$ cat config.mk
export PLATFORM = sky130hd
export DESIGN_NAME = wb_timer_array
export DESIGN_NICKNAME = d
export VERILOG_FILES = /design/src/rtl/wb_timer_array.sv
export SDC_FILE = /design/constraint.sdc
export NUM_CORES = 1
export LEC_CHECK = 0
export ABC_AREA = 1
export CAP_MARGIN = 20
export CORE_ASPECT_RATIO = 1.1
export CORE_MARGIN = 8
export CORE_UTILIZATION = 45
export DETAILED_ROUTE_END_ITERATION = 16
export DONT_BUFFER_PORTS = 1
export PLACE_DENSITY = 0.63
export SKIP_CTS_REPAIR_TIMING = 1
export SLEW_MARGIN = 15
export SYNTH_ARGS = -nofsm -noshare
export SYNTH_HDL_FRONTEND = slang
export SYNTH_SLANG_ARGS = --single-unit
$ cat constraint.sdc
create_clock -name wb_clk_i -period 3.95 [get_ports wb_clk_i]
set_input_delay 0.395 -clock wb_clk_i [delete_from_list [all_inputs] [get_ports wb_clk_i]]
set_output_delay 0.395 -clock wb_clk_i [all_outputs]
set_load 0.03 [all_outputs]
$ cat src/rtl/wb_timer_array.sv
// Wishbone classic slave with NUM_CH prescaled down-counting timers,
// one-shot or periodic reload, sticky events and a masked interrupt line.
module wb_timer_array #(
    parameter int unsigned NUM_CH   = 4,
    parameter int unsigned WIDTH    = 24,
    parameter int unsigned PS_WIDTH = 16
) (
    input  logic        wb_clk_i,
    input  logic        wb_rst_i,
    input  logic        wbs_cyc_i,
    input  logic        wbs_stb_i,
    input  logic        wbs_we_i,
    input  logic [3:0]  wbs_sel_i,
    input  logic [31:0] wbs_adr_i,
    input  logic [31:0] wbs_dat_i,
    output logic        wbs_ack_o,
    output logic [31:0] wbs_dat_o,
    output logic        irq_o,
    output logic        tick_o
);

    logic [PS_WIDTH-1:0] prescale;
    logic [PS_WIDTH-1:0] ps_cnt;
    logic [NUM_CH-1:0]   status;
    logic [NUM_CH-1:0]   enable;
    logic [NUM_CH-1:0]   en;
    logic [NUM_CH-1:0]   periodic;
    logic [NUM_CH-1:0]   evt;
    logic [NUM_CH-1:0]   wr_ctrl;
    logic [NUM_CH-1:0]   wr_reload;
    logic [NUM_CH-1:0]   wr_count;
    logic [NUM_CH-1:0]   clr;
    logic [WIDTH-1:0]    reload [NUM_CH];
    logic [WIDTH-1:0]    count  [NUM_CH];
    logic                req;
    logic                wr;
    logic                tick;
    logic [5:0]          word;
    logic [3:0]          ch_sel;
    logic [1:0]          ch_reg;
    logic [31:0]         rd_data;
    logic                unused;

    assign req    = wbs_cyc_i & wbs_stb_i & ~wbs_ack_o;
    assign wr     = req & wbs_we_i;
    assign word   = wbs_adr_i[7:2];
    assign ch_sel = wbs_adr_i[7:4];
    assign ch_reg = wbs_adr_i[3:2];
    assign tick   = (ps_cnt == prescale);
    assign tick_o = tick & ~wb_rst_i;
    assign irq_o  = |(status & enable);
    assign clr    = (wr && word == 6'd1) ? wbs_dat_i[NUM_CH-1:0] : '0;
    assign unused = ^{wbs_sel_i, wbs_adr_i[31:8], wbs_adr_i[1:0], wbs_dat_i};

    // Channel c lives at byte offset 0x10*(c+1); registers 0..2 within it.
    always_comb begin
        wr_ctrl   = '0;
        wr_reload = '0;
        wr_count  = '0;
        for (int unsigned c = 0; c < NUM_CH; c++) begin
            if (wr && ch_sel == 4'(c + 1)) begin
                wr_ctrl[c]   = (ch_reg == 2'd0);
                wr_reload[c] = (ch_reg == 2'd1);
                wr_count[c]  = (ch_reg == 2'd2);
            end
        end
    end

    // A bus write to CTRL/COUNT swallows that channel's tick, event included.
    always_comb begin
        evt = '0;
        for (int unsigned c = 0; c < NUM_CH; c++) begin
            evt[c] = tick && en[c] && (count[c] == '0) && !wr_ctrl[c] && !wr_count[c];
        end
    end

    always_comb begin
        rd_data = '0;
        case (word)
            6'd0:    rd_data[PS_WIDTH-1:0] = prescale;
            6'd1:    rd_data[NUM_CH-1:0]   = status;
            6'd2:    rd_data[NUM_CH-1:0]   = enable;
            default: ;
        endcase
        for (int unsigned c = 0; c < NUM_CH; c++) begin
            if (ch_sel == 4'(c + 1)) begin
                case (ch_reg)
                    2'd0:    rd_data[1:0]       = {periodic[c], en[c]};
                    2'd1:    rd_data[WIDTH-1:0] = reload[c];
                    2'd2:    rd_data[WIDTH-1:0] = count[c];
                    default: ;
                endcase
            end
        end
    end

    always_ff @(posedge wb_clk_i) begin
        if (wb_rst_i) begin
            wbs_ack_o <= 1'b0;
            wbs_dat_o <= '0;
            prescale  <= '0;
            ps_cnt    <= '0;
            status    <= '0;
            enable    <= '0;
            en        <= '0;
            periodic  <= '0;
            for (int unsigned c = 0; c < NUM_CH; c++) begin
                reload[c] <= '0;
                count[c]  <= '0;
            end
        end else begin
            wbs_ack_o <= req;
            wbs_dat_o <= (req && !wbs_we_i) ? rd_data : '0;

            if (wr && word == 6'd0) begin
                prescale <= wbs_dat_i[PS_WIDTH-1:0];
                ps_cnt   <= '0;
            end else if (tick) begin
                ps_cnt <= '0;
            end else begin
                ps_cnt <= ps_cnt + PS_WIDTH'(1);
            end

            if (wr && word == 6'd2) begin
                enable <= wbs_dat_i[NUM_CH-1:0];
            end

            // Hardware set wins over a same-cycle W1C.
            status <= (status & ~clr) | evt;

            for (int unsigned c = 0; c < NUM_CH; c++) begin
                if (wr_reload[c]) begin
                    reload[c] <= wbs_dat_i[WIDTH-1:0];
                end
                if (wr_ctrl[c]) begin
                    en[c]       <= wbs_dat_i[0];
                    periodic[c] <= wbs_dat_i[1];
                end
                if (wr_count[c]) begin
                    count[c] <= wbs_dat_i[WIDTH-1:0];
                end
                if (tick && en[c] && !wr_ctrl[c] && !wr_count[c]) begin
                    if (count[c] != '0) begin
                        count[c] <= count[c] - WIDTH'(1);
                    end else if (periodic[c]) begin
                        count[c] <= reload[c];
                    end else begin
                        en[c] <= 1'b0;
                    end
                end
            end
        end
    end

endmodule

==> reports/qor.yml <==
run_status:
  run_status: "complete, no violations"
power:
  leakagePower_nw: 7.51
  ir_worst_vdd_mv: 0.289
  p_sw_mw: 1.75
  p_int_mw: 5.06
  comb_power_share: 0.084
  swShare: 0.257
  powerDensity_mw_per_mm2: 372
  clockPowerShare: 0.460
  pwr-share-seq: 0.456
critical_path:
  crit_chain: "inv_1 > ha_1 > nand2_1 > nor3b_1 > nand3_1 > nand2_1 > inv_1 > nand3_2 > buf_4 > nand2_1 > o211ai_1 > nand2_1"
  cp.arrival_ns: 3.60
  start_kind: "flop"
  path_depth: 12
  worst_path_max_delay_cell: "edfxtp_1"
  end_kind: "flop"
  rr_worst_depth: 12
  required_ns: 4.29
  crit_family: "simple AND/OR/NAND/NOR gates"
  worst_path_largest_cell_delay_ns: 0.46
  criticalPathCategory: "flop to flop"
  crit_fanout: 33
  crit_buf_inv: 3
  crit_top_cell: "nand2_1"
placement:
  place.gp.congestion: 0.971
  port_buffers: 0
  place_ws_ns: 0.734
  hpwlAfterDp_microns: 43200
  place_area_sq_mm: 0.0171
synth:
  netlist_area_sq_mm: 0.0166
  yosys-top-cells-area: "edfxtp_1 35%, nand2_1 13%, dfxtp_1 8.8%"
  synth_edf_count: 192
  yosys_register_bits: 265
  ys.flop_type: "edfxtp_1"
  postSynthCellCount: 2279
  yosys.area.top_type: "edfxtp_1"
  synth_top_cell_area_share: 0.347
  synth_cell_types: 51
  synthMostInstantiatedCell: "nand2_1"
  yosysWarnings: 0
  synth_common_cells: "554 x nand2_1, 332 x nor2_1, 288 x inv_1"
  yosysSeqAreaShare: 0.435
  synth.avg_cell_area_sq_um: 7.30
  async_reset_ff_frac: 0
timing:
  slew_headroom: 0.268
  rsz0062_at_grt: "no"
  fin_setup_tns_ns: 0
  max_freq_ghz: 0.307
  setup_ws_ns: 0.689
  fin_worst_skew_ns: 0.0235
  final-hold-violation-count: 0
  worstMarginPinSlew_ns: 1.10
  min_period_ns: 3.26
  setup_violations: 0
  fin_crit_sh: 0.826
  slew_violations: 0
  timing.hold.ws_ns: 0.0109
cts:
  cts_htree_levels: 1
  cts_root_buffer: "clkbuf_16"
  numCtsBuffers: 31
  cts.sinks: 265
  clkLatencyLatePin_ns: 0.60
  cts_tree: "yes"
  cts_buffer_depth: 3
  clk_pin_slew_worst_paths_ns: 0.07
cells_and_area:
  fin_util: 0.498
  design_area_sq_mm: 0.0183
  antennaDiodeCount: 0
  final_layout_size_suffix_gt1_frac: 0.0740
  fin_nets: 2341
  syn_to_final_growth_pct: 10.0
detailed_routing:
  drtIter0Drc: 1611
  drt-vias-per-instance: 5.77
  highest_layer: "met5"
  met1Wirelength_microns: 24500
  drc_errors: 0
  ant_nets: 0
  wl_per_cell_microns: 21.9
  dr.pass1.iters: 6
  vias: 16022
  wl_met2_microns: 27400
  wl_met3_microns: 5880
  wirelength_microns: 60900
job:
  cap_violations: 0
die:
  start_util: 0.452
  dieArea_sq_mm: 0.0434
  die_h_microns: 218
  core_area_sq_mm: 0.0368
  rows: 74
  die_x_microns: 199
  ios: 108
global_routing:
  grt_pass1_wl_microns: 91300
  grt_max_degree: 49
  grt_pass1_vias: 14946
  grt-ovfl-total: 0
  grt_antenna_before_repair: 1
  track_usage: 0.275
hold_path:
  min_path_cells: 2
  hp-class: "input port to flop"
placed cells by master (no fill, tap or decap), types with 3 or more instances in the layout:
cell type      count
nand3_1           95
inv_2             25
o21ai_2            3
xnor2_1            6
conb_1             8
o21ai_0          123
nor3_1            25
nor2_4             3
a22oi_1            8
xor2_1            65
nor3b_1            3
dfxtp_1           73
nor4_1             3
clkinv_1           3
o221ai_1           5
nor3_2             4
nor2_1           331
edfxtp_1         192
dlygate4sd3_1      3
a21oi_1          118
a31oi_1           17
o22ai_1           46
clkbuf_1           3
nand3b_1           7
buf_4             48
o21a_1             3
o21ai_1            4
a311oi_1           3
inv_1            285
nand3_2            5
o211ai_1          11
ha_1               8
nand2_1          554
or2_2              3
nor2_2            11
nand4_1          106
clkbuf_16         36
clkbuf_8          13
registers in the layout (all words and copies together) (netlist names), 4 cells and up:
register	count
status	4
en	4
count	96
periodic	4
prescale	16
wbs_dat_o	24
reload	96
ps_cnt	16
enable	4
power groups by stage:
stage	sequential (mW)	combinational (mW)	clock (mW)
2_1_floorplan	3.15	0.360	0
3_3_place_gp	3.16	0.546	0
3_5_place_dp	3.16	0.551	0
4_1_cts	3.10	0.553	3.15
5_1_grt	3.11	0.612	3.24
6_report	3.10	0.571	3.13
layout make-up:
type / count / area [sq um]
Clock inverter: 6 / 40.0
Sequential cell: 265 / 7230
Tap cell: 494 / 618
Fill cell: 3726 / 18500
Inverter: 313 / 1170
Multi-Input combinational cell: 1597 / 7750
Clock buffer: 52 / 1090
Timing Repair Buffer: 51 / 390
cells by family after synthesis:
| kind of cell | Yosys count | synth area share |
|---|---|---|
| buffers and inverters | 424 | 0.102 |
| adder cells (fa/ha/maj) | 9 | 0.00677 |
| other | 1 | 0.000226 |
| XOR/XNOR | 71 | 0.0374 |
| AND/OR/NAND/NOR | 1161 | 0.303 |
| AO/OA/AOI/OAI | 348 | 0.116 |
| flip-flops | 265 | 0.435 |
path summary, 6_finish.rpt:
| check | startpoint | end | slack [ns] |
|---|---|---|---|
| worst max-delay path | count[2][0] | count[2][10] | 0.69 |
| worst min-delay path | wbs_dat_i[20] | count[3][20] | 0.01 |
| worst max register to register | count[2][0] | count[2][10] | 0.69 |
| worst min register to register | status[1] | status[1] | 0.49 |
layer usage:
layer  global-route usage  vias up
li1                     -     7466
met1                0.368     7576
met2                0.431      819
met3               0.0482      159
met4                0.125        2
met5                    0        -
through the flow:
| stage | std cells | power, mW |
|---|---|---|
| 6_report | 2778 | 6.80 |
| 3_5_place_dp | 2717 | 3.71 |
| 4_1_cts | 2775 | 6.80 |
| 2_1_floorplan | 2286 | 3.51 |
| 5_1_grt | 2778 | 6.96 |
| 3_3_place_gp | 2717 | 3.70 |
Note: power is estimated with default switching activity, not from simulation.
